$ cat src/rtl/ghost_ai_ctrl.sv
`default_nettype none
// ============================================================================
// Module   : ghost_ai_ctrl
// Purpose  : Ghost movement controller -- step timing, MOVE/DECIDE/SETTLE turn
//            FSM with chase/random steering, screen wrap and stuck detection.
// Revision : 1.0 - initial release
// ============================================================================
module ghost_ai_ctrl #(
  parameter int          X_W        = 10,
  parameter int          Y_W        = 9,
  parameter int          X_INIT     = 200,
  parameter int          Y_INIT     = 146,
  parameter int          X_MAX      = 639,
  parameter int          Y_MAX      = 479,
  parameter logic [1:0]  DIR_INIT   = 2'b00,
  parameter int          STEP_DIV   = 131072,
  parameter int          SETTLE_CYC = 2,
  parameter int          MAX_TRY    = 8,
  parameter logic [15:0] LFSR_SEED  = 16'hACE1
) (
  input  logic           clk,
  input  logic           rst,
  input  logic           en,
  input  logic           move_ok,
  input  logic [1:0]     mode,
  input  logic [X_W-1:0] target_x,
  input  logic [Y_W-1:0] target_y,
  output logic [X_W-1:0] x,
  output logic [Y_W-1:0] y,
  output logic [1:0]     direction,
  output logic           turning,
  output logic           moved,
  output logic           stuck
);

  localparam int c_cnt_w = (STEP_DIV > 1) ? $clog2(STEP_DIV) : 1;
  localparam int c_set_w = $clog2(SETTLE_CYC + 1);
  localparam int c_att_w = (MAX_TRY > 0) ? $clog2(MAX_TRY + 1) : 1;
  localparam int c_d_w   = ((X_W > Y_W) ? X_W : Y_W) + 1;

  localparam logic [c_cnt_w-1:0] c_cnt_last = c_cnt_w'(STEP_DIV - 1);
  localparam logic [c_set_w-1:0] c_set_last = c_set_w'(SETTLE_CYC - 1);
  localparam logic [c_att_w-1:0] c_att_max  = c_att_w'(MAX_TRY);
  localparam logic [X_W-1:0]     c_x_max    = X_W'(X_MAX);
  localparam logic [Y_W-1:0]     c_y_max    = Y_W'(Y_MAX);
  localparam logic [X_W-1:0]     c_x_init   = X_W'(X_INIT);
  localparam logic [Y_W-1:0]     c_y_init   = Y_W'(Y_INIT);
  localparam logic [15:0]        c_seed     = (LFSR_SEED == 16'h0000) ? 16'hACE1 : LFSR_SEED;

  localparam logic [1:0] c_st_move   = 2'd0;
  localparam logic [1:0] c_st_decide = 2'd1;
  localparam logic [1:0] c_st_settle = 2'd2;

  localparam logic [1:0] c_dir_up    = 2'b00;
  localparam logic [1:0] c_dir_down  = 2'b01;
  localparam logic [1:0] c_dir_left  = 2'b10;
  localparam logic [1:0] c_dir_right = 2'b11;

  localparam logic [1:0] c_mode_chase  = 2'b01;
  localparam logic [1:0] c_mode_fright = 2'b10;

  logic [c_cnt_w-1:0] r_cnt;
  logic [15:0]        r_lfsr;
  logic [1:0]         r_state;
  logic [c_set_w-1:0] r_settle;
  logic [c_att_w-1:0] r_att;
  logic [X_W-1:0]     r_x;
  logic [Y_W-1:0]     r_y;
  logic [1:0]         r_dir;
  logic [1:0]         r_mode;
  logic               r_moved;

  logic               w_tick;
  logic               w_fright_edge;
  logic               w_lfsr_fb;
  logic signed [X_W:0] w_dx;
  logic signed [Y_W:0] w_dy;
  logic [c_d_w-1:0]   w_adx;
  logic [c_d_w-1:0]   w_ady;
  logic [1:0]         w_greedy;
  logic [1:0]         w_cand;
  logic [1:0]         w_new_dir;
  logic [X_W-1:0]     w_x_nxt;
  logic [Y_W-1:0]     w_y_nxt;

  assign w_tick        = (r_cnt == c_cnt_last);
  assign w_fright_edge = (mode == c_mode_fright) && (r_mode != c_mode_fright);
  assign w_lfsr_fb     = r_lfsr[0] ^ r_lfsr[2] ^ r_lfsr[3] ^ r_lfsr[5];

  // Chase deltas are one bit wider than the coordinates so the sign survives.
  assign w_dx  = $signed({1'b0, target_x}) - $signed({1'b0, r_x});
  assign w_dy  = $signed({1'b0, target_y}) - $signed({1'b0, r_y});
  assign w_adx = w_dx[X_W] ? c_d_w'($unsigned(-w_dx)) : c_d_w'($unsigned(w_dx));
  assign w_ady = w_dy[Y_W] ? c_d_w'($unsigned(-w_dy)) : c_d_w'($unsigned(w_dy));

  always_comb begin
    w_greedy = c_dir_right;
    if (w_adx >= w_ady) begin
      w_greedy = w_dx[X_W] ? c_dir_left : c_dir_right;
    end else begin
      w_greedy = w_dy[Y_W] ? c_dir_up : c_dir_down;
    end
  end

  always_comb begin
    w_cand = r_lfsr[1:0];
    if ((mode == c_mode_chase) && (r_att == '0)) begin
      w_cand = w_greedy;
    end
  end

  // Never reload the direction that just got blocked.
  assign w_new_dir = (w_cand == r_dir) ? (w_cand + 2'd1) : w_cand;

  always_comb begin
    w_x_nxt = r_x;
    w_y_nxt = r_y;
    case (r_dir)
      c_dir_up:    w_y_nxt = (r_y == '0)      ? c_y_max : (r_y - 1'b1);
      c_dir_down:  w_y_nxt = (r_y == c_y_max) ? '0      : (r_y + 1'b1);
      c_dir_left:  w_x_nxt = (r_x == '0)      ? c_x_max : (r_x - 1'b1);
      default:     w_x_nxt = (r_x == c_x_max) ? '0      : (r_x + 1'b1);
    endcase
  end

  always_ff @(posedge clk or negedge rst) begin
    if (!rst) begin
      r_cnt    <= '0;
      r_lfsr   <= c_seed;
      r_state  <= c_st_settle;
      r_settle <= '0;
      r_att    <= '0;
      r_x      <= c_x_init;
      r_y      <= c_y_init;
      r_dir    <= DIR_INIT;
      r_mode   <= 2'b00;
      r_moved  <= 1'b0;
    end else if (en) begin
      r_cnt   <= w_tick ? '0 : (r_cnt + 1'b1);
      r_lfsr  <= {w_lfsr_fb, r_lfsr[15:1]};
      r_mode  <= mode;
      r_moved <= 1'b0;
      // Entering frightened reverses course and pre-empts any step or turn.
      if (w_fright_edge) begin
        r_dir    <= r_dir ^ 2'b01;
        r_state  <= c_st_settle;
        r_settle <= '0;
      end else begin
        case (r_state)
          c_st_move: begin
            if (!move_ok) begin
              r_state <= c_st_decide;
            end else if (w_tick) begin
              r_x     <= w_x_nxt;
              r_y     <= w_y_nxt;
              r_moved <= 1'b1;
              r_att   <= '0;
            end
          end
          c_st_decide: begin
            r_dir    <= w_new_dir;
            r_state  <= c_st_settle;
            r_settle <= '0;
            if (r_att < c_att_max) begin
              r_att <= r_att + 1'b1;
            end
          end
          c_st_settle: begin
            if (r_settle == c_set_last) begin
              r_state <= move_ok ? c_st_move : c_st_decide;
            end else begin
              r_settle <= r_settle + 1'b1;
            end
          end
          default: begin
            r_state  <= c_st_settle;
            r_settle <= '0;
          end
        endcase
      end
    end else begin
      r_moved <= 1'b0;
    end
  end

  assign x         = r_x;
  assign y         = r_y;
  assign direction = r_dir;
  assign turning   = (r_state == c_st_decide) || (r_state == c_st_settle);
  assign moved     = r_moved & en;
  assign stuck     = (r_att >= c_att_max);

endmodule
`default_nettype wire

$ cat config.mk
export PLATFORM = sky130hd
export DESIGN_NAME = ghost_ai_ctrl
export DESIGN_NICKNAME = d
export VERILOG_FILES = /design/src/rtl/ghost_ai_ctrl.sv
export SDC_FILE = /design/constraint.sdc
export NUM_CORES = 1
export LEC_CHECK = 0
export ABC_AREA = 1
export CORE_ASPECT_RATIO = 0.6
export CORE_UTILIZATION = 59
export DETAILED_ROUTE_END_ITERATION = 8
export PLACE_DENSITY = 0.81
export SLEW_MARGIN = 20
export SYNTH_ARGS = -nofsm -noshare
export SYNTH_HDL_FRONTEND = slang
export SYNTH_SLANG_ARGS = --single-unit
$ cat constraint.sdc
create_clock -name clk -period 4 [get_ports clk]
set_input_delay 1.2 -clock clk [delete_from_list [all_inputs] [get_ports clk]]
set_output_delay 1.2 -clock clk [all_outputs]
set_load 0.005 [all_outputs]
== Yosys cells after proc, flatten, opt, wreduce, memory -nomap -nowiden ==
Cells that the tools add are included.
Storage, ports and cells
  flip-flop bits (word level): 65
  output and inout port bits: 24
Cells by class
  add/subtract/negate cells: 12
  order comparisons: 3
  eq/ne operators: 19
  mux-type cells: 33
  bitwise operators: 7
  reduce and logical (&&, ||, !) cells: 19
Operator list (number)
  10-bit 2-to-1 mux: 3
  10-bit case mux with 2 select lines: 1
  9-bit 2-to-1 mux: 2
  9-bit case mux with 2 select lines: 1
  6-bit AND reduction: 3
  17-bit by 1-bit adder with 17-bit output, second input constant: 1
  17-bit == test, second input constant: 1
  17-bit 2-to-1 mux: 1
  2-bit 2-to-1 mux: 8
  4-bit 2-to-1 mux: 3
  11-bit by 10-bit greater-or-equal comparator with 1-bit output: 1
  11-bit 2-to-1 mux: 1
  11-bit negation: 1
  10-bit by 10-bit subtractor with 11-bit output: 1
  10-bit by 1-bit adder with 10-bit output, second input constant: 1
  10-bit == test, second input constant: 1
  10-bit zero test: 1
  1-bit 2-to-1 mux: 10
  2-bit != test, second input constant: 5
  10-bit negation: 1
  10-bit by 1-bit subtractor with 10-bit output, second input constant: 1
  9-bit by 9-bit subtractor with 10-bit output: 1
  9-bit by 1-bit adder with 9-bit output, second input constant: 1
  9-bit == test, second input constant: 1
  other kinds (23): 42

== Longest topological paths before layout ==
Gate-level depths: netlist (run 1).
  word-level depth: 10
  mapped depth: 30

== Worst setup path after synthesis (run 1) ==
No wires, ideal clock.
  path kind: input-to-reg
  start point: input target_x[0]
  end point: register r_dir[1] (netlist: direction[1])
  library setup time: 0.117 ns
  arrival: 4.188 ns
  required time: 3.883 ns
  slack: -0.305 ns
  stages: 29
  buffers on the path: 0
  path through: inv_1 > ha_1 > inv_1 > fa_1 > inv_1 > ha_1 > inv_1 > nor2_1 > nand3_1 > nor2_4 > a21oi_1 > xor2_1 > inv_1 > ha_1 > a21o_1 > nor2_1 > nand2_1 > nand2_1 > nand3_1 > nand2_1 > nand2_1 > nor2_1 > nand3_1 > nand2_1 > nand2_1 > o21bai_1 > nand2_1 > nand2_1 > nand2_1
Between the ends
  cells in the longest elaborated chain, start to end: 8
  elaborated cells on any way between the ends: 10
  those cells by class: 3 x add/sub; 1 x order compare; 1 x eq/ne; 5 x mux
Ends and longest elaborated chain
  start, declared: RTL line 26  | input logic [X_W-1:0] target_x,
  10-bit by 10-bit subtractor with 11-bit output *: RTL line 91  | assign w_dx = $signed({1'b0, target_x}) - $signed({1'b0, r_x});
  11-bit negation: RTL line 93  | assign w_adx = w_dx[X_W] ? c_d_w'($unsigned(-w_dx)) : c_d_w'($unsigned(w_dx));
  11-bit 2-to-1 mux: RTL line 93
  11-bit by 10-bit greater-or-equal comparator with 1-bit output: RTL line 98  | if (w_adx >= w_ady) begin
  2-bit 2-to-1 mux *: RTL line 98
  2-bit 2-to-1 mux *: RTL line 107  | if ((mode == c_mode_chase) && (r_att == '0)) begin
  2-bit by 1-bit adder with 2-bit output / 2-bit == test (equally long branches): RTL line 113  | assign w_new_dir = (w_cand == r_dir) ? (w_cand + 2'd1) : w_cand;
  2-bit 2-to-1 mux *: RTL line 113
  end signal, assigned: RTL line 145  | r_dir <= r_dir ^ 2'b01;
  end signal, assigned: RTL line 161  | r_dir <= w_new_dir;
  end, declared: RTL line 69  | logic [1:0] r_dir;
Every way passes the cells marked *; elsewhere a longest branch is shown, timed or not.
A chain may end at the register's enable or synchronous reset.

== Worst setup path in the final report (run 1) ==
Ends and elaborated chain as after synthesis.

==> results.yml, run 1 <==
critical_path:
  worstPathMaxFanout: 2
  max_stage_delay_ps: 430
  critPathArrivalTime_ps: 4490
  crit_top_cell: "nand2_1"
  crit_required_ps: 4230
  slowest_stage: "fa_2"
  critPathLaunchType: "input pin"
  crit_type: "input pin to flip-flop"
  cp-end-kind: "flip-flop"
floorplan:
  floorplan.initialDensity_pct: 62.1
  die_h_microns: 76.2
  io_pins: 49
  rows: 26
  core_sq_um: 8720
  die_x_microns: 126
  dieArea_sq_um: 9580
run_status:
  violations: "DRC, setup timing"
  status: "finished, violations left"
global_route:
  grt_pass1_wl_microns: 26200
  grt_overflow: 0
  antenna_found_initial: 0
  grt_max_degree: 57
  grt_usage_pct: 34.3
  grt_pass1_vias: 5550
cts:
  numCtsBuffers: 9
  cts_num_sinks: 65
  cts_tree: "built"
  clk_root_buffer_cell: "clkbuf_16"
  clock_latency_ps: 340
  clockBufferDepth: 2
  clk_pin_slew_ps: 60
  cts-htree-levels: 3
sta:
  finalSetupViolations: 2
  period_share_pct: 107
  fin_crit_ps: 4270
  worstMarginPinSlew_ps: 916
  fmax_mhz: 234
  fin_ws_ps: -265
  max-slew-margin-rel_pct: 38.7
  hold_violations: 0
  finalClockSkew_ps: 3.54
  setup_tns_ps: -525
  finalMaxSlewViolations: 0
  rsz0062_at_grt: "yes"
place:
  dp_hpwl_microns: 11000
  place.gp.congestion: 0.911
  dp.cells: 979
  portBuffers: 48
  pre_cts_ws_ps: -1200
synth:
  synth.avg_cell_area_sq_um: 7.09
  synth_edf_count: 0
  async_flop_share_pct: 100
  synth-xor-area-share_pct: 5.66
  ys.warnings.count: 0
  syn_area_sq_um: 5420
  synth_top_family_by_area: "simple AND/OR/NAND/NOR gates"
  synth_compound_gate_area_share_pct: 13.8
  synth-simple-area-share_pct: 29.7
  synth_cells: 764
  synth.distinct_cells: 51
  synthFlopType: "dfrtp_1"
  ys_ff_latch: 65
  yosysSeqAreaShare_pct: 30.4
  synthMuxAreaShare_pct: 0.185
  synthAdderAreaFrac_pct: 10.7
  syn_nets: 834
routing:
  drtIter0Drc: 574
  wl_per_cell_microns: 16.5
  first_pass_iters: 8
  drc: 4
  viasPerCell: 5.87
  ant_nets: 0
  vias: 5914
  drt_wl_total_microns: 16600
power_and_ir_drop:
  p_total_mw: 2.64
  p_leak_nw: 3.58
  irDropWorstVdd_v: 0.000263
  cellPowerDensity_nw_per_um2: 359
hold_path:
  hold_path_class: "flip-flop to flip-flop"
cells_and_area:
  register_area_sq_um: 1650
  final_cell_mix: "nand2_1, inv_1, buf_4"
  n_antenna_cell: 0
  multi_input_area_sq_um: 3710
  stdcell_count: 1008
  final_common_cell: "nand2_1"
  fill_cells: 501
  drive_gt1_share_pct: 25.8
  final_nets: 961
  final_util_pct: 84.3
  syn_to_final_growth_pct: 35.7
flow_run:
  cap_violations: 0
-- per-layer routing --
layer	share of wire, %	wire length (microns)	global-route usage [%]	vias to the layer above
met5	0	0	0	-
met3	8.9	1470	7.02	72
met4	2.9	475	11.2	0
met2	46	7610	55.4	348
li1	-	-	-	2738
met1	42	7020	46.2	2756
-- synthesized netlist by cell type, drive strengths merged (8+ instances only) --
library cell / count / area share [%]
a21oi: 44 / 4.3
a31oi: 9 / 1.2
xor2: 22 / 3.6
nand2: 184 / 13
nand3: 37 / 4.0
dfrtp: 50 / 23
nand4: 14 / 1.6
nor2: 79 / 6.1
inv: 123 / 8.5
clkbuf: 8 / 0.55
xnor2: 13 / 2.1
dfstp: 15 / 7.3
o21ai: 54 / 5.1
nor3: 24 / 2.6
ha: 43 / 9.9
-- through the flow --
step,hold slack [ps],area [sq um]
3_5_place_dp,455,6510
3_3_place_gp,451,6510
6_report,464,7350
4_1_cts,465,7110
2_1_floorplan,434,5450
5_1_grt,479,7350
-- worst paths after layout --
kind	start	endpoint	slack (ps)	depth (start not counted)
worst max-delay path	target_x[0]	direction[1]	-270	31
worst min-delay path	r_lfsr[7]	r_lfsr[6]	460	2
worst max register to register	y[1]	direction[1]	60	26
worst min register to register	r_lfsr[7]	r_lfsr[6]	460	2
max in group asynchronous	rst	x[9]	2310	2
min in group asynchronous	rst	r_lfsr[12]	700	1
-- logic make-up (layout without fill, tap and decap cells) --
kind of cell / count (synthesis) / after routing
compound gates: 129 / 129
xor+xnor: 35 / 35
fa+ha+maj: 45 / 45
buf+inv: 135 / 267
flops: 65 / 65
mux: 1 / 1
simple gates: 354 / 354
-- registers in the layout, indices dropped and copies added, names as in the netlist, 2 cells and up --
name and count:
x 10, r_cnt 17, r_mode 2, r_settle 2, r_att 4, direction 2
r_state 2, y 9, r_lfsr 16
-- critical path, delay by kind of cell --
family                   cells  cell delay [ps]
AO/OA/AOI/OAI                1              140
XOR/XNOR                     1              180
adder cells (fa/ha/maj)      4             1020
buffers and inverters        9              620
AND/OR/NAND/NOR             16             1310
-- final cells by class --
type / count / area share [%]
Sequential cell: 65 / 22.4
Tap cell: 112 / 1.91
Timing Repair Buffer: 127 / 14.6
Multi-Input combinational cell: 564 / 50.5
Clock inverter: 6 / 0.937
Clock buffer: 10 / 3.12
Inverter: 124 / 6.54
-- report_power, final --
| group | switching, mW | internal (mW) |
|---|---|---|
| clock network | 0.308 | 0.483 |
| logic | 0.551 | 0.390 |
| registers | 0.110 | 0.798 |
-- timing repair --
action / 4_1_cts / 5_1_grt
gates resized for setup: 63 / 44
setup endpoints to repair: 2 / 2
buffers inserted: 7 / 6
pin swaps: 38 / 41
cloned: 0 / 0
endpoints found under the hold margin: 0 / 0
hold buffers: 0 / 0
Note: power is estimated with default switching activity, not from simulation.
==> run 2: changes to the inputs <==
Settings changed: GPL_ROUTABILITY_DRIVEN from default to 0.
==> results.yml, run 2 (same netlist as run 1, synthesis figures left out) <==
run_status:
  status: "finished, violations left"
  violations: "DRC, setup timing"
power_and_ir_drop:
  p_total_mw: 2.64
  p_switching_mw: 0.916
  pwr-share-comb_pct: 34.9
  p_clk_share_pct: 30.9
  p_leak_nw: 3.58
  cellPowerDensity_nw_per_um2: 360
  irDropWorstVdd_v: 0.000360
  p_int_mw: 1.72
  pwr-share-seq_pct: 34.2
  p_sw_share_pct: 34.7
place:
  placed_area_sq_um: 6540
  portBuffers: 48
  dp.cells: 983
  dp_hpwl_microns: 10900
routing:
  viasPerCell: 5.63
  first_pass_iters: 9
  drc: 4
  drt_wl_total_microns: 15300
  ant_nets: 0
  drtIter0Drc: 629
  vias: 5677
  wl_per_cell_microns: 15.2
cts:
  cts_num_sinks: 65
  clk_pin_slew_ps: 50
  clock_latency_ps: 330
  hold_buffers: 0
  numCtsBuffers: 9
  clockBufferDepth: 2
  cts-htree-levels: 3
  cts_tree: "built"
  clk_root_buffer_cell: "clkbuf_16"
critical_path:
  r2r_start: "y[2]"
  critPathArrivalTime_ps: 4520
  worstPathMaxFanout: 4
  r2r_slack_ps: 150
  cp-end-kind: "flip-flop"
  timing.rr.end: "direction[0]"
  critPathLaunchType: "input pin"
  r2r.worst_path.cells: 24
  crit_type: "input pin to flip-flop"
  crit_required_ps: 4270
cells_and_area:
  regMostFlops: "r_cnt"
  n_antenna_cell: 0
  final_common_cell: "nand2_1"
  fill_cells: 499
  largest_reg_flops: 17
  drive_gt1_share_pct: 24.7
  final_nets: 961
  final_cell_mix: "nand2_1, inv_1, buf_4"
  syn_to_final_growth_pct: 35.4
  stdcell_count: 1008
  final_area_sq_um: 7330
  final_util_pct: 84.1
hold_path:
  whs_path_depth: 1
  hold_path_class: "flip-flop to flip-flop"
  hp-start: "r_cnt[15]"
  holdPathEnd: "r_cnt[15]"
sta:
  rsz0062_at_grt: "yes"
  finalMaxSlewViolations: 0
  fmax_mhz: 235
  max-slew-margin-rel_pct: 42.2
  finalClockSkew_ps: 3.55
  finalSetupViolations: 2
  hold_violations: 0
  period_share_pct: 106
  fin_ws_ps: -249
  fin_crit_ps: 4250
  worstMarginPinSlew_ps: 864
global_route:
  antenna_found_initial: 0
  grt_pass1_vias: 5653
  grt_usage_pct: 33.8
  grt_max_degree: 55
  grt_overflow: 0
  grt_pass1_wl_microns: 26200
flow_run:
  cap_violations: 0
floorplan:
  die_x_microns: 126
  floorplan.initialDensity_pct: 62.1
  rows: 26
  die_h_microns: 76.2
  dieArea_sq_um: 9580
  core_sq_um: 8720
  io_pins: 49
==> run 2: cell types whose count changed in the layout (fill, tap and decap cells not counted), moves of 4 or more <==
cell,delta
clkinvlp_4,-4
dlygate4sd2_1,+6
nand2_1,+4
nand3_1,+5
nand3_2,-4
==> run 2: area by class of cell <==
type	instances	area [sq um]	area share, %
Clock buffer	14	274	3.74
Inverter	124	485	6.62
Multi-Input combinational cell	564	3690	50.3
Tap cell	112	140	1.91
Clock inverter	2	35.0	0.478
Timing Repair Buffer	127	1060	14.5
Sequential cell	65	1650	22.4
==> run 2: stage by stage <==
step                hold slack (ps)  setup slack, ps  setup TNS [ps]
floorplan                       434             -156            -243
global placement                449             -909           -1770
detailed placement              457            -1160           -2230
CTS                             466             -184            -325
global route                    492             -537           -1040
finish                          461             -249            -498
==> run 2: power by group through the flow <==
stage | logic [mW] | clock network [mW] | registers, mW
2_1_floorplan | 0.552 | 0 | 0.880
5_1_grt | 1.03 | 0.851 | 0.919
6_report | 0.919 | 0.814 | 0.903
3_3_place_gp | 0.774 | 0 | 0.897
4_1_cts | 0.878 | 0.816 | 0.899
3_5_place_dp | 0.823 | 0 | 0.906
==> run 2: what timing repair did <==
action                                  4_1_cts  5_1_grt
buffers inserted                              9        0
endpoints found under the setup margin        2        2
pin swaps                                    52       21
gates resized for setup                      84       13
==> run 2: worst max-delay path, cell delays in order <==
cell           delay [ps]
dlygate4sd2_1         260
ha_4                  240
buf_6                 120
buf_4                 140
xnor2_4               130
nor3_2                190
inv_1                  80
nor3_2                240
nor3b_2               280
or2_1                 160
xnor2_1                80
ha_1                  320
nand4_1               110
nand3_1                80
nand2_1                80
nand2_1                70
nor2_2                130
nand3_1               100
nand2_1               100
nand2_1                70
buf_4                 130
nand4_1                60
nand3_1                80
nand2_1                70
==> run 2: layer usage <==
layer / wire length [microns] / share of wire [%] / vias to the layer above / track usage (%)
met3: 1110 / 7.2 / 35 / 7.02
met1: 6950 / 45 / 2626 / 46.3
li1: - / - / 2733 / -
met2: 7000 / 46 / 283 / 54.2
met5: 0 / 0 / - / 0
met4: 254 / 1.7 / 0 / 9.39
==> run 2: worst max path at each step <==
stage	cells after the start	endpoint	slack (ps)	startpoint
final	24	direction[0]	-250	target_y[2]
after global placement	30	direction[1]	-910	target_x[0]
after detailed placement	30	direction[1]	-1160	target_x[0]
after floorplan	29	direction[1]	-160	target_x[0]
after global routing	24	direction[0]	-540	target_y[2]
after CTS	26	direction[1]	-180	target_y[0]
